[src/rtl/register_dump_tx.sv]
// register_dump_tx: walks the register file through the reg_1 read port and shifts each
// register out on one pin as a serial frame: start(0), data MSB first, [parity], stop(1).
// Optional build macro: DUMP_PARITY_EN adds an even-parity bit between data and stop.
module register_dump_tx #(
    parameter int unsigned DATA_BUS_WIDTH = 8,
    parameter int unsigned NUM_REGS       = 4,
    parameter int unsigned SEL_WIDTH      = 2,
    parameter int unsigned BIT_CYCLES     = 4
) (
    input  logic                      clock,
    input  logic                      reset,
    input  logic                      start,
    input  logic                      abort,
    input  logic [DATA_BUS_WIDTH-1:0] reg_data,
    output logic [SEL_WIDTH-1:0]      dump_sel,
    output logic                      busy,
    output logic                      done,
    output logic                      ser_out
);

    localparam int unsigned CNT_W = (BIT_CYCLES > 1) ? $clog2(BIT_CYCLES) : 1;
    localparam int unsigned IDX_W = (DATA_BUS_WIDTH > 1) ? $clog2(DATA_BUS_WIDTH) : 1;
    localparam logic [CNT_W-1:0]     CNT_MAX  = CNT_W'(BIT_CYCLES - 1);
    localparam logic [IDX_W-1:0]     BIT_LAST = IDX_W'(DATA_BUS_WIDTH - 1);
    localparam logic [SEL_WIDTH-1:0] REG_LAST = SEL_WIDTH'(NUM_REGS - 1);

    typedef enum logic [2:0] {
        StIdle, StSelect, StLoad, StStart, StData, StParity, StStop, StFinish
    } state_e;

    state_e                    state_q, state_d;
    logic [CNT_W-1:0]          bit_cnt_q, bit_cnt_d;
    logic [IDX_W-1:0]          bit_idx_q, bit_idx_d;
    logic [SEL_WIDTH-1:0]      index_q, index_d;
    logic [DATA_BUS_WIDTH-1:0] shift_q, shift_d;
    logic                      ser_q, ser_d;
    logic                      busy_q, busy_d;
    logic                      done_q, done_d;
`ifdef DUMP_PARITY_EN
    logic                      parity_q, parity_d;
`endif

    logic             bit_tick;
    logic [CNT_W-1:0] cnt_next;

    // Bit-period counter wraps at BIT_CYCLES-1; bit_tick marks the last cycle of a bit.
    assign bit_tick = (bit_cnt_q == CNT_MAX);
    assign cnt_next = bit_tick ? '0 : bit_cnt_q + CNT_W'(1);

    // The read mux is only ours while busy; park it at register 0 otherwise.
    assign dump_sel = busy_q ? index_q : '0;
    assign busy     = busy_q;
    assign done     = done_q;
    assign ser_out  = ser_q;

    // Next-state and output logic for the dump sequencer.
    always_comb begin
        state_d   = state_q;
        bit_cnt_d = bit_cnt_q;
        bit_idx_d = bit_idx_q;
        index_d   = index_q;
        shift_d   = shift_q;
        ser_d     = ser_q;
        busy_d    = busy_q;
        done_d    = 1'b0;
`ifdef DUMP_PARITY_EN
        parity_d  = parity_q;
`endif

        case (state_q)
            StIdle: begin
                ser_d   = 1'b1;
                index_d = '0;
                if (start) begin
                    state_d = StSelect;
                    busy_d  = 1'b1;
                end
            end
            // dump_sel already shows index_q; the register read settles this cycle.
            StSelect: state_d = StLoad;
            StLoad: begin
                shift_d   = reg_data;
`ifdef DUMP_PARITY_EN
                parity_d  = ^reg_data;
`endif
                ser_d     = 1'b0;
                bit_cnt_d = '0;
                state_d   = StStart;
            end
            StStart: begin
                bit_cnt_d = cnt_next;
                if (bit_tick) begin
                    ser_d     = shift_q[DATA_BUS_WIDTH-1];
                    shift_d   = shift_q << 1;
                    bit_idx_d = '0;
                    state_d   = StData;
                end
            end
            StData: begin
                bit_cnt_d = cnt_next;
                if (bit_tick) begin
                    if (bit_idx_q == BIT_LAST) begin
`ifdef DUMP_PARITY_EN
                        ser_d   = parity_q;
                        state_d = StParity;
`else
                        ser_d   = 1'b1;
                        state_d = StStop;
`endif
                    end else begin
                        ser_d     = shift_q[DATA_BUS_WIDTH-1];
                        shift_d   = shift_q << 1;
                        bit_idx_d = bit_idx_q + IDX_W'(1);
                    end
                end
            end
`ifdef DUMP_PARITY_EN
            StParity: begin
                bit_cnt_d = cnt_next;
                if (bit_tick) begin
                    ser_d   = 1'b1;
                    state_d = StStop;
                end
            end
`endif
            StStop: begin
                bit_cnt_d = cnt_next;
                if (bit_tick) begin
                    if (index_q == REG_LAST) begin
                        state_d = StFinish;
                        done_d  = 1'b1;
                        busy_d  = 1'b0;
                    end else begin
                        index_d = index_q + SEL_WIDTH'(1);
                        state_d = StSelect;
                    end
                end
            end
            StFinish: state_d = StIdle;
            default:  state_d = StIdle;
        endcase

        // Abort wins over everything while busy; the partial frame is simply cut off.
        if (abort && busy_q) begin
            state_d = StIdle;
            ser_d   = 1'b1;
            busy_d  = 1'b0;
            done_d  = 1'b0;
            index_d = '0;
        end
    end

    // State and datapath registers; reset drives the line high at once.
    always_ff @(posedge clock or posedge reset) begin
        if (reset) begin
            state_q   <= StIdle;
            bit_cnt_q <= '0;
            bit_idx_q <= '0;
            index_q   <= '0;
            shift_q   <= '0;
            ser_q     <= 1'b1;
            busy_q    <= 1'b0;
            done_q    <= 1'b0;
`ifdef DUMP_PARITY_EN
            parity_q  <= 1'b0;
`endif
        end else begin
            state_q   <= state_d;
            bit_cnt_q <= bit_cnt_d;
            bit_idx_q <= bit_idx_d;
            index_q   <= index_d;
            shift_q   <= shift_d;
            ser_q     <= ser_d;
            busy_q    <= busy_d;
            done_q    <= done_d;
`ifdef DUMP_PARITY_EN
            parity_q  <= parity_d;
`endif
        end
    end

endmodule

[config.mk]
export PLATFORM = sky130hd
export DESIGN_NAME = register_dump_tx
export DESIGN_NICKNAME = d
export VERILOG_FILES = /design/src/rtl/register_dump_tx.sv
export SDC_FILE = /design/constraint.sdc
export NUM_CORES = 1
export LEC_CHECK = 0
export ABC_AREA = 1
export CAP_MARGIN = 20
export CORE_ASPECT_RATIO = 0.7
export CORE_MARGIN = 10
export CORE_UTILIZATION = 25
export DETAILED_ROUTE_END_ITERATION = 6
export GPL_TIMING_DRIVEN = 0
export SYNTH_ARGS = -nofsm -noshare
export SYNTH_HDL_FRONTEND = slang
export SYNTH_SLANG_ARGS = --single-unit
[constraint.sdc]
create_clock -name clock -period 4.1 [get_ports clock]
set_clock_uncertainty 0.05 [all_clocks]
set_input_delay 0.615 -clock clock [delete_from_list [all_inputs] [get_ports clock]]
set_output_delay 0.615 -clock clock [all_outputs]
set_load 0.005 [all_outputs]
* Word level (Yosys, flattened, before mapping)
Cells that the tools add are included.
Word-level totals: bits in registers 21, output and inout bits 5, input bits 12, logic and storage cells 80
Operators by class: reductions and logical operators 14, equal/unequal tests 18, mux-type cells 37, add/subtract/negate cells 3
Operators with widths (number):
- 2-to-1 mux 3 bit | 10
- 2-to-1 mux 8 bit | 3
- one-hot mux 8 bit (3 select lines) | 1
- != test 3 bit (second input constant) | 7
- one-hot mux 3 bit (6 select lines) | 1
- 2-to-1 mux 1 bit | 12
- AND reduction 4 bit | 3
- 2-to-1 mux 2 bit | 5
- == test 3 bit (second input constant) | 3
- one-hot mux 2 bit (2 select lines) | 2
- == test 3 x 2 -> 1 bit (second input constant) | 2
- != test 2 bit (second input constant) | 3
- one-hot mux 3 bit (2 select lines) | 1
- AND reduction 3 bit | 2
- nonzero test 3 bit | 2
- AND reduction 5 bit | 1
- nonzero test 5 bit | 1
- adder 2 x 1 -> 2 bit (second input constant) | 2
- == test 2 bit (second input constant) | 2
- one-hot mux 1 bit (4 select lines) | 1
- nonzero test 2 bit | 2
- adder 3 x 1 -> 3 bit (second input constant) | 1
- == test 3 x 1 -> 1 bit (second input constant) | 1
- logical NOT 3 bit | 1
- 3 further kinds | 3

* Depth between registers and ports, before layout
Gate-level depths: netlist of the first run.
depth in word-level cells 5, mapped depth 8, gate-level depth less buffers 8

* Worst setup path before layout of the first run
OpenSTA, ideal clock, no wires.
path kind input -> register, start input port abort, end register state_q[2], setup time 0.123 ns, path buffers 0, path slack 2.604 ns, stages on the path 8, data arrival time 1.323 ns, path through nand2_2 inv_1 nor2_1 nand2_1 nand2_1 nor2_1 nand2_1 nand2_1
Between the ends: longest elaborated chain between the ends 3, elaborated cells on any way between the ends 8
Ends and longest elaborated chain:
- from (decl) | line 13 | input logic abort,
- logical AND 1 bit * | line 144 | if (abort && busy_q) begin
- != test 3 bit (no source line)
- AND reduction 5 bit (no source line)
- to (signal assigned) | line 156 | state_q <= StIdle;
- to (signal assigned) | line 168 | state_q <= state_d;
- to (decl) | line 31 | state_e state_q, state_d;
Every way passes the cells marked *; elsewhere a longest branch is shown, timed or not. A chain may end at the register's enable or synchronous reset.

* Final worst setup path of the first run
start register busy_q (netlist: busy), end output port dump_sel[1]
Between the ends: longest elaborated chain between the ends 1
Ends and longest elaborated chain:
- from (decl) | line 37 | logic busy_q, busy_d;
- from (signal assigned) | line 174 | busy_q <= busy_d;
- 2-to-1 mux 2 bit | line 51 | assign dump_sel = busy_q ? index_q : '0;
- to (decl) | line 15 | output logic [SEL_WIDTH-1:0] dump_sel,
No other way between the ends.

==> impl_metrics.yaml, run 1 <==
logic_synthesis:
  avgSynthCellArea_sq_um: 7.24
  syn_nets: 188
  seq_area_frac_synth: 0.423
  synth-seq-cells: 21
  synth_area_sq_um: 1240
  ys_types: 20
  yosys_warnings: 0
  synthCells: 172
drt:
  viasPerCell: 4.42
  drt_iter0_drc: 39
  drc: 0
  routed_wl_microns: 2920
  vias: 1154
  avgRoutedWirePerCell_microns: 11.2
  drtAntennaViolNets: 0
  firstDrtPassIters: 4
sta:
  setup_viol: 0
  period_share: 0.483
  max_freq_mhz: 505
  worstMarginPinSlew_ns: 0.839
  hold_viol: 0
  slew_violations: 0
  grt_setup_unrepaired: "false"
  setup_tns_ns: 0
  relSlewSlack: 0.440
  period_needed_ns: 1.98
min_path:
  hp-class: "register to register"
  whs_path_depth: 2
grt:
  grt_use_total: 0.0713
  grt_pass1_vias: 1070
  overflow: 0
  antenna_found_initial: 0
  grt_pass1_wl_microns: 5020
  grt_start_max_net_pins: 22
floorplan:
  die_w_microns: 104
  core_sq_um: 4810
  dieArea_sq_um: 8250
  num_io_pins: 17
  rows: 21
  initial_core_util: 0.259
  dieHeight_microns: 79.0
placement:
  dpl.cell_count: 257
  dp_hpwl_microns: 2190
  place.gp.congestion: 0.835
  port_buffers: 16
clocking:
  cts_tree: "built"
  cts_hold_buf: 0
  insertion_delay_ns: 0.27
  cts-root-buf: "clkbuf_8"
  cts_setup_buffers: 0
  clk_pin_slew_worst_paths_ns: 0.09
  clock_path_buffers: 2
  numCtsBuffers: 3
  post_cts_resized: 0
  htree_num_levels: 1
  cts_sinks: 21
final_layout:
  area_growth_syn_to_layout_pct: 23.5
  diodes: 0
  final_common_cell: "nand2_1"
  fin_cells: 261
  multi_input_area_sq_um: 642
  seq_area_sq_um: 527
  layout_common_cells: "74 x nand2_1, 22 x nand3_1, 20 x dfrtp_1, 16 x clkdlybuf4s50_1, 15 x inv_1"
  drive_gt1_frac: 0.0885
  final_nets: 209
  n_fill_cell: 526
worst_setup_path:
  path_class: "register to output pin"
  crit_fanout: 5
  cp.required_ns: 3.43
  start_kind: "register"
  crit_path_end_kind: "output pin"
  cp.arrival_ns: 1.31
  slowest_delay_ns: 0.49
  rr_worst_depth: 7
  path_cells: "nand2_1 -> inv_1 -> clkdlybuf4s50_1"
  critPathSlowestCell: "clkdlybuf4s50_1"
pwr:
  p_leak_nw: 0.810
  power_density_nw_per_um2: 603
  ir_drop_mv: 0.208
flow_run:
  drv_cap: 0
status:
  status: "finished, final reports clean"
==> synth_stat cells, drive strengths merged <==
cell type	instances	area [sq um]
nand4	2	12.5
a21oi	2	10.0
dfstp	1	26.3
o21ai	13	76.3
nand2	77	307
dfrtp	20	500
nand3	23	128
o31ai	1	7.51
buf	2	16.3
nor2	10	45.0
ha	4	50.1
or2	1	6.26
inv	16	60.1
==> critical path: cells and delay by family (launching register included) <==
family                 cells  cell delay (ns)
buffers and inverters      2             0.54
DFF                        1             0.43
and+or+nand+nor            1             0.07
==> cell families (layout without fill, tap and decap cells) <==
| kind of cell | count (synthesis) | after routing | synth area share |
|---|---|---|---|
| AOI/OAI and AO/OA | 16 | 16 | 0.0754 |
| adders and majority gates | 4 | 4 | 0.0402 |
| buffers and inverters | 18 | 38 | 0.0613 |
| DFF | 21 | 21 | 0.423 |
| and+or+nand+nor | 113 | 113 | 0.400 |
==> final cells by class <==
cell class	instances	area share
Buffer	2	0.0106
Timing Repair Buffer	16	0.104
Sequential cell	21	0.343
Clock buffer	3	0.0269
Inverter	16	0.0391
Multi-Input combinational cell	133	0.417
Clock inverter	1	0.00325
Tap cell	69	0.0561
==> flip-flops by register name, summed over array words and instances, names as in the netlist <==
register,flops
done,1
index_q,2
ser_out,1
busy,1
bit_cnt_q,2
shift_q,8
bit_idx_q,3
state_q,3
==> power breakdown <==
part	leakage (nW)	internal, W	switching (W)
clock network	0.0255	0.0000678	0.0000730
registers	0.269	0.000283	0.0000571
logic	0.515	0.000163	0.000283
==> worst paths after layout <==
| path | from | endpoint | slack, ns |
|---|---|---|---|
| setup / recovery | busy | dump_sel[1] | 2.12 |
| hold / removal | ser_out | ser_out | 0.43 |
| setup reg to reg | state_q[1] | shift_q[2] | 2.44 |
| hold reg to reg | ser_out | ser_out | 0.43 |
| max in group asynchronous | reset | bit_cnt_q[0] | 2.71 |
| min in group asynchronous | reset | state_q[1] | 0.76 |
==> stage by stage <==
| stage | area [sq um] | hold slack [ns] | utilization | total power [W] | worst slack, ns |
|---|---|---|---|---|---|
| 4_1_cts | 1540 | 0.428 | 0.320 | 0.000935 | 2.09 |
| 3_5_place_dp | 1490 | 0.415 | 0.310 | 0.000791 | 1.92 |
| 2_1_floorplan | 1240 | 0.406 | - | 0.000666 | 2.60 |
| 6_report | 1540 | 0.426 | 0.320 | 0.000928 | 2.12 |
| 3_3_place_gp | 1490 | 0.404 | 0.310 | 0.000782 | 1.93 |
| 5_1_grt | 1540 | 0.460 | 0.320 | 0.00103 | 2.02 |
==> per-layer routing <==
| layer | GRT usage | wire [microns] |
|---|---|---|
| met4 | 0.00831 | 12 |
| met5 | 0 | 0 |
| met2 | 0.102 | 1180 |
| met3 | 0.0274 | 191 |
| met1 | 0.101 | 1540 |
Power figures use the tool's default switching activity.
==> run 2: changes to the inputs <==
Clock period 4.1 ns to 2 ns, I/O delays scaled along.
==> results of run 2 <==
The final DEF is identical to that of run 1. Status: finished, final reports clean.
Among the figures that moved: setup slack after placement 1.92 ns -> 0.140 ns; setup slack after layout 2.12 ns -> 0.336 ns; register-to-register setup slack 2.44 ns -> 0.34 ns; total power 0.000928 W -> 0.00190 W; worst IR drop on VDD 0.208 mV -> 0.427 mV
